<file path="src/rtl/fp_pkg.sv">
// rtl/fp_pkg.sv - shared widths and state encoding for the FP normalization sequencer
package fp_pkg;
  localparam int MANT_W = 24;
  localparam int EXP_W  = 8;
  localparam int LZC_W  = 5;

  typedef enum logic [1:0] {
    ST_IDLE  = 2'd0,
    ST_COUNT = 2'd1,
    ST_SHIFT = 2'd2,
    ST_DONE  = 2'd3
  } state_t;
endpackage

</file>
<file path="src/rtl/zeroCounter.sv">
// rtl/zeroCounter.sv - leading-zero count of a 24-bit mantissa (0..24)
module zeroCounter (
  output logic [4:0]  numZeroes,
  input  logic [23:0] value
);
  // Scanning upward lets the highest set bit win.
  always_comb begin
    numZeroes = 5'd24;
    for (int i = 0; i < 24; i++) begin
      if (value[i]) numZeroes = 5'(23 - i);
    end
  end
endmodule

</file>
<file path="src/rtl/fp_normalize_ctrl.sv">
// rtl/fp_normalize_ctrl.sv - multi-cycle mantissa normalization with exponent adjust
module fp_normalize_ctrl #(
  parameter int MANT_W     = fp_pkg::MANT_W,
  parameter int EXP_W      = fp_pkg::EXP_W,
  parameter int SHIFT_STEP = 8
) (
  input  logic              clk,
  input  logic              rst_n,
  input  logic              in_valid,
  output logic              in_ready,
  input  logic              sign_in,
  input  logic [EXP_W-1:0]  exp_in,
  input  logic [MANT_W-1:0] mant_in,
  output logic              out_valid,
  input  logic              out_ready,
  output logic              sign_out,
  output logic [EXP_W-1:0]  exp_out,
  output logic [MANT_W-1:0] mant_out,
  output logic              is_zero,
  output logic              underflow
);
  import fp_pkg::*;

  localparam logic [LZC_W-1:0] STEP = LZC_W'(SHIFT_STEP);

  state_t             state, nstate;
  logic               sign_reg;
  logic [EXP_W-1:0]   exp_reg;
  logic [MANT_W-1:0]  mant_reg;
  logic [LZC_W-1:0]   rem;
  logic [LZC_W-1:0]   nz;
  logic [LZC_W-1:0]   shamt;
  logic [LZC_W-1:0]   step;
  logic [EXP_W-1:0]   exp_adj;
  logic               zero_c;
  logic               uf_c;

  zeroCounter u_lzc (
    .numZeroes (nz),
    .value     (mant_reg)
  );

  // Exponent is only reduced when it stays positive; otherwise shift as far as it allows.
  always_comb begin
    shamt   = '0;
    exp_adj = '0;
    zero_c  = 1'b0;
    uf_c    = 1'b0;
    if (mant_reg == '0) begin
      zero_c = 1'b1;
    end else if (exp_reg > EXP_W'(nz)) begin
      shamt   = nz;
      exp_adj = exp_reg - EXP_W'(nz);
    end else begin
      shamt = LZC_W'(exp_reg);
      uf_c  = 1'b1;
    end
  end

  assign step = (rem > STEP) ? STEP : rem;

  always_ff @(posedge clk or negedge rst_n) begin
    if (!rst_n) state <= ST_IDLE;
    else        state <= nstate;
  end

  always_comb begin
    nstate    = state;
    in_ready  = 1'b0;
    out_valid = 1'b0;
    case (state)
      ST_IDLE: begin
        in_ready = 1'b1;
        if (in_valid) nstate = ST_COUNT;
      end
      ST_COUNT: nstate = (shamt != '0) ? ST_SHIFT : ST_DONE;
      ST_SHIFT: if (rem <= STEP) nstate = ST_DONE;
      ST_DONE: begin
        out_valid = 1'b1;
        if (out_ready) nstate = ST_IDLE;
      end
      default: nstate = ST_IDLE;
    endcase
  end

  always_ff @(posedge clk or negedge rst_n) begin
    if (!rst_n) begin
      sign_reg  <= 1'b0;
      exp_reg   <= '0;
      mant_reg  <= '0;
      sign_out  <= 1'b0;
      exp_out   <= '0;
      mant_out  <= '0;
      is_zero   <= 1'b0;
      underflow <= 1'b0;
      rem       <= '0;
    end else begin
      case (state)
        ST_IDLE: begin
          if (in_valid) begin
            sign_reg <= sign_in;
            exp_reg  <= exp_in;
            mant_reg <= mant_in;
          end
        end
        ST_COUNT: begin
          sign_out  <= sign_reg;
          exp_out   <= exp_adj;
          mant_out  <= mant_reg;
          is_zero   <= zero_c;
          underflow <= uf_c;
          rem       <= shamt;
        end
        ST_SHIFT: begin
          mant_out <= mant_out << step;
          rem      <= rem - step;
        end
        default: ;
      endcase
    end
  end
endmodule

</file>
<file path="config.mk">
export PLATFORM = sky130hd
export DESIGN_NAME = fp_normalize_ctrl
export DESIGN_NICKNAME = d
export VERILOG_FILES = /design/src/rtl/fp_pkg.sv /design/src/rtl/zeroCounter.sv /design/src/rtl/fp_normalize_ctrl.sv
export SDC_FILE = /design/constraint.sdc
export NUM_CORES = 1
export LEC_CHECK = 0
export CELL_PAD_IN_SITES_DETAIL_PLACEMENT = 1
export CELL_PAD_IN_SITES_GLOBAL_PLACEMENT = 1
export CORE_ASPECT_RATIO = 1.4
export CORE_MARGIN = 3
export CORE_UTILIZATION = 35
export CTS_CLUSTER_SIZE = 28
export DETAILED_ROUTE_END_ITERATION = 16
export GPL_TIMING_DRIVEN = 0
export PLACE_DENSITY = 0.67
export SLEW_MARGIN = 5
export SYNTH_ARGS = -nofsm -noshare
export SYNTH_HDL_FRONTEND = slang
export SYNTH_SLANG_ARGS = --single-unit
</file>
<file path="constraint.sdc">
create_clock -name clk -period 4.2 [get_ports clk]
set_input_delay 0.84 -clock clk [delete_from_list [all_inputs] [get_ports clk]]
set_output_delay 0.84 -clock clk [all_outputs]
set_load 0.01 [all_outputs]
</file>
==> results of run 1 <==
-- cell usage in the layout, fill, tap and decap left out, drive strengths merged, types with 4 or more instances in the layout --
| cell | Yosys | final |
|---|---|---|
| a211oi | 8 | 8 |
| a21oi | 21 | 21 |
| a31oi | 8 | 8 |
| buf | 10 | 12 |
| clkbuf | 21 | 31 |
| clkdlybuf4s50 | 0 | 72 |
| dfrtp | 75 | 75 |
| ha | 11 | 11 |
| inv | 29 | 30 |
| mux2 | 36 | 36 |
| mux2i | 54 | 54 |
| nand2 | 25 | 25 |
| nand2b | 4 | 4 |
| nand3 | 35 | 35 |
| nor2 | 29 | 29 |
| nor4 | 6 | 6 |
| o211ai | 4 | 4 |
| o21ai | 45 | 45 |
| o22ai | 9 | 9 |
| xnor2 | 6 | 6 |
-- routing by layer --
| layer | global-route usage | vias up |
|---|---|---|
| li1 | - | 1973 |
| met1 | 0.250 | 2131 |
| met2 | 0.420 | 88 |
| met3 | 0.0398 | 15 |
| met4 | 0.0595 | 0 |
| met5 | 0 | - |
-- worst max-delay path by stage --
stage                        end         start  cells after the start  slack (ns)
floorplan               state[0]  mant_reg[11]                     13        0.85
global placement    mant_out[21]         rst_n                      1       -0.44
detailed placement      state[0]  mant_reg[11]                     13        0.36
CTS                     state[0]  mant_reg[11]                     13        0.34
global route            state[0]  mant_reg[11]                     13        0.09
finish                  state[0]  mant_reg[11]                     13        0.38
-- through the flow --
step	hold WS [ns]	cell area (um^2)	total power (W)
finish	0.405	5990	0.00587
detailed placement	0.494	5680	0.00503
floorplan	0.474	4700	0.00369
global route	0.419	5990	0.00635
CTS	0.411	5990	0.00591
global placement	0.487	5650	0.00494
-- power groups by stage --
stage	clock network (W)	logic, W	registers (W)
6_report	0.000840	0.00342	0.00160
5_1_grt	0.000899	0.00377	0.00167
4_1_cts	0.000854	0.00345	0.00160
3_5_place_dp	0	0.00342	0.00161
3_3_place_gp	0	0.00335	0.00159
2_1_floorplan	0	0.00220	0.00150
-- worst max-delay path, delay by kind of cell (launching register included) --
family | cells | cell delay (ns)
flip-flops | 1 | 0.45
AO/OA/AOI/OAI | 9 | 2.16
AND/OR/NAND/NOR | 1 | 0.40
adder cells (fa/ha/maj) | 2 | 0.64
buffers and inverters | 1 | 0.06
-- final cells by class --
| type | count | share of cell area |
|---|---|---|
| inverters | 30 | 0.0188 |
| clock buffers | 10 | 0.0382 |
| repair buffers | 74 | 0.126 |
| multi-input cells | 355 | 0.430 |
| flip-flops and latches | 75 | 0.313 |
| clock inverters | 6 | 0.0148 |
| well taps | 178 | 0.0372 |
| plain buffers | 31 | 0.0213 |
-- logic make-up after synthesis --
kind of cell | count (synthesis)
buf+inv | 61
flops | 75
xor+xnor | 6
mux | 90
fa+ha+maj | 12
simple gates | 119
other cells | 1
compound gates | 127
==> impl_results.md, run 1 <==
- FF+latch count, synth: 75
- Cell Count, Final, Fillers Out: ~760
- Top cells by count, synth: dfrtp_1, mux2i_1, o21ai_0
- CP endpoint kind: register
- Worst reg2reg endpoint: state[0]
- Via density: around 5.5
- Core Util, Final: 0.461
- Metal1 wirelength: approximately 6400 um
- Hold Path Class: in2async
- Post-DP HPWL: between 10000 and 15000 um
- Clk root buf: clkbuf_16
- FILL cells: about 1500
- Highest metal used: met4
- Final period util: 0.910
- Antenna diode count: 0
- Crit path max-delay cell type: a211oi_4
- Synth Net Count: 540
- Final Setup Violations: 0
- Area share of the largest cell type after synthesis: 0.400
- First-pass GRT wire length: 25700 um
- Post-synthesis simple-gate area fraction: 0.126
- CP most frequent cell: a221oi_2
- Clock period minus worst slack: around 3.8 ns
- WL per Instance: 20.6 um
- CTS resizes: 0
- Sum Neg Setup Slack: 0 ns
- Skew-Pair Late Insertion Delay: around 0.34 ns
- Final slew viol count: 0
- Met3 wire length: 496 um
- Metal2 WL: 8490 um
- Most common cell in the netlist: dfrtp_1
- Sequential cell area: about 1900 um^2
- Core ar.: approximately 13000 um^2
- Drt drc: 0
- TritonCTS buffer count: 9
- H-tree level count: 3
- GRT Residual Overflow: 0
- Run status: completed
- Reg power frac: 0.273
- Synth Flop Type: dfrtp_1
- R2R Path Start: mant_reg[11]
- Logic pwr share: 0.584
- Worst R2R Setup Slack: roughly 0.38 ns
- Crit path DAT: slightly above 4 ns
- Leakage power: 2.58 nW
- Synth Instances: between 400 and 500
- RSZ-0062 raised after global routing: false
- WP data required: 4.42 ns
- Antenna violations before repair: 0
- DR iter-0 viols: roughly 140
- Max Freq: roughly 260 MHz
- PD cells: roughly 1000 nW/um^2
- Die H: 143 um
- IO Pins: 74
- Synth Cell Area: between 4000 and 5000 um^2
- Die W: about 100 um
- Initial Utilization: 0.361
- GP Congestion: 0.854
- Yosys warnings: 0
- Int Pwr: just over 0.003 W
- Routed vias: 4207
- CTS Hold Bufs: 0
- Detailed Route WL: roughly 16000 um
- Longest Clk Path Bufs: 2
- Net Sw Frac: 0.470
- Synth Area in Adders: 0.0336
- Final hold vios: 0
- Count of cell types in the netlist: 59
- Setup ws final: ~0.38 ns
- Kind of critical path: reg2reg
- Worst-Margin Slew: approximately 0.7 ns
- MaxCap Viol Count: 0
- Largest cells by area after synthesis: dfrtp_1, mux2i_1, mux2_2, o21ai_0, nand3_1
- Total GRT Usage: 0.219
- Xor and xnor area share after synthesis: 0.0112
- Die footprint: around 15000 um^2
- Setup repair bufs after CTS: 0
- Startpoint type of the worst setup path: register
- Leading area contributor after synthesis: dfrtp_1
- Main combinational cell family by area after synthesis: multiplexers
- Largest net degree at the start of global routing: 54
- Crit-path max FO: 10
- NetSw: ~0.0028 W
- Mux contribution to synthesized area: 0.201
- Drt pass-1 iters: 4
- Layout net count: ~630
- Skew final: about 0.006 ns
- CTS Sinks: 75
- Share of cells above drive strength 1: 0.126
- Vias in the first global route: about 4700
- CP max stage delay: between 0.4 and 0.5 ns
- Cell row count: 49
- Sequential area share after synthesis: 0.400
- Placed cells: around 740
- Routed Antenna Nets: 0
- Crit path cell chain: or3_1 -> a221oi_2 -> o41ai_1 -> a221oi_2 -> ha_1 -> inv_1 -> fa_1 -> a41oi_1 -> o21ai_1 -> a211oi_4 -> o31ai_1 -> o2111a_1 -> a311o_1
- CTS tree: yes
- Area delta synth->final: 27.6%
- Compound-Gate Fraction of Synth Area: 0.176
- Clk pwr share: 0.143
- Register-to-Register Path Depth: 13
- Peak supply drop: about 0.33 mV
- Syn_area_per_cell: approximately 9.6 um^2
- DP Worst Slack: about 0.36 ns
- Footprint of the multi-input gates: approximately 2600 um^2
- Asr flop ratio synth: 1.00
- Post-synth EDFFs: 0
- Slew HR: 0.533
- Clk slew on worst S/H paths: about 0.060 ns
- PortBufs: 73
No activity file was read; power rests on OpenSTA's default activity.
==> run 2: changes to the inputs <==
--- a/config.mk
+++ b/config.mk
@@ -5,10 +5,11 @@
 export SDC_FILE = /design/constraint.sdc
 export NUM_CORES = 1
 export LEC_CHECK = 0
+export CAP_MARGIN = 5
 export CELL_PAD_IN_SITES_DETAIL_PLACEMENT = 1
 export CELL_PAD_IN_SITES_GLOBAL_PLACEMENT = 1
 export CORE_ASPECT_RATIO = 1.4
-export CORE_MARGIN = 3
+export CORE_MARGIN = 1.5
 export CORE_UTILIZATION = 35
 export CTS_CLUSTER_SIZE = 28
 export DETAILED_ROUTE_END_ITERATION = 16
==> constraint.sdc (replaced) <==
create_clock -name clk -period 4.2 [get_ports clk]
set_input_delay 0.84 -clock clk [delete_from_list [all_inputs] [get_ports clk]]
set_output_delay 0.84 -clock clk [all_outputs]
set_load 0.05 [all_outputs]
==> impl_results.md, run 2 (synthesized netlist as in run 1, its figures left out) <==
- CTS resizes: 0
- Placed cells: approximately 740
- Core ar.: between 10000 and 15000 um^2
- Post-DP HPWL: 12000 um
- Final period util: 0.940
- Hold Path Class: in2async
- Kind of critical path: reg2reg
- PortBufs: 73
- Vias in the first global route: roughly 4700
- TritonCTS buffer count: 9
- Slew HR: 0.550
- MaxCap Viol Count: 0
- Run status: completed
- DR iter-0 viols: about 180
- Clk root buf: clkbuf_16
- Final slew viol count: 0
- Design area: between 5000 and 6000 um^2
- Via density: about 5.6
- Largest net degree at the start of global routing: 52
- Clock period minus worst slack: between 3 and 4 ns
- Area delta synth->final: 26.9%
- CP endpoint kind: register
- Share of cells above drive strength 1: 0.121
- Routed vias: ~4200
- Total GRT Usage: 0.232
- Crit-path max FO: 10
- H-tree level count: 3
- Antenna diode count: 0
- Final Setup Violations: 0
- Setup repair bufs after CTS: 0
- Most common cell after layout, fill and taps aside: dfrtp_1
- Startpoint type of the worst setup path: register
- IO Pins: 74
- Layout net count: between 600 and 700
- Routed Antenna Nets: 0
- Die footprint: 14100 um^2
- WL per Instance: about 21 um
- GP Congestion: between 0.8 and 0.9
- Die H: between 100 and 150 um
- Clk slew on worst S/H paths: approximately 0.06 ns
- Longest Clk Path Bufs: 2
- Final hold vios: 0
- Cell Count, Final, Fillers Out: between 700 and 800
- Max Freq: 253 MHz
- Skew-Pair Late Insertion Delay: about 0.34 ns
- Drt pass-1 iters: 4
- First-pass GRT wire length: roughly 25000 um
- Crit path DAT: roughly 4.2 ns
- Initial Utilization: 0.361
- WP data required: between 4 and 5 ns
- Drt drc: 0
- RSZ-0062 raised after global routing: false
- Die W: 101 um
- CTS Sinks: between 70 and 80
- CTS tree: yes
- Cell row count: between 40 and 50
- Placed inst area: 5680 um^2
- Worst-Margin Slew: around 0.67 ns
- Most frequent cells in the layout: dfrtp_1, clkdlybuf4s50_1, mux2i_1
- Detailed Route WL: roughly 16000 um
- Skew final: approximately 0.011 ns
- GRT Residual Overflow: 0
- CTS Hold Bufs: 0
- Antenna violations before repair: 0
## run 2: worst max-delay path, stage by stage (launching register included)
cell and delay [ns]:
dfrtp_1 0.45, or3_1 0.41, a221oi_2 0.17, o41ai_1 0.13
a221oi_2 0.41, ha_1 0.21, inv_1 0.06, fa_1 0.44
a41oi_1 0.23, o21ai_1 0.17, a211oi_4 0.47, o31ai_1 0.17
o2111a_1 0.18, a311o_1 0.34
## run 2: path summary, 6_finish.rpt
check                      cells after the start  slack [ns]    startpoint           end
setup / recovery                              13        0.25  mant_reg[11]      state[0]
hold / removal                                 1        0.42         rst_n    exp_out[5]
setup reg to reg                              13        0.25  mant_reg[11]      state[0]
hold reg to reg                                1        0.51  mant_out[23]  mant_out[23]
max in group asynchronous                      2        3.20         rst_n  mant_reg[17]
min in group clk                               1        0.51  mant_out[23]  mant_out[23]
## run 2: per-stage QoR
stage | hold WS [ns] | util | worst slack [ns] | TNS (ns)
final | 0.424 | 0.459 | 0.250 | 0
after global routing | 0.447 | 0.459 | 0.0269 | 0
after CTS | 0.431 | 0.459 | 0.227 | 0
after global placement | 0.487 | 0.435 | -0.422 | -31.05
after floorplan | 0.474 | - | 0.845 | 0
after detailed placement | 0.495 | 0.437 | 0.335 | 0
## run 2: layer usage
layer,GRT usage,part of all wire,vias up,routed length (um)
li1,-,-,1972,-
met1,0.277,0.41,2133,6350
met2,0.421,0.54,105,8380
met3,0.0324,0.033,26,512
met4,0.0819,0.026,0,408
met5,0,0,-,0
## run 2: layout make-up
class | count | area [um^2]
Fill cell | 1518 | 7040
Multi-Input combinational cell | 355 | 2580
Sequential cell | 75 | 1880
Timing Repair Buffer | 74 | 756
Clock buffer | 12 | 246
Tap cell | 178 | 223
Buffer | 31 | 128
Inverter | 30 | 113
Clock inverter | 2 | 37.5
Power of run 2 is left out: the tool's default activity adds up to more than one toggle a clock period on the data nets, which glitch-free logic cannot reach.
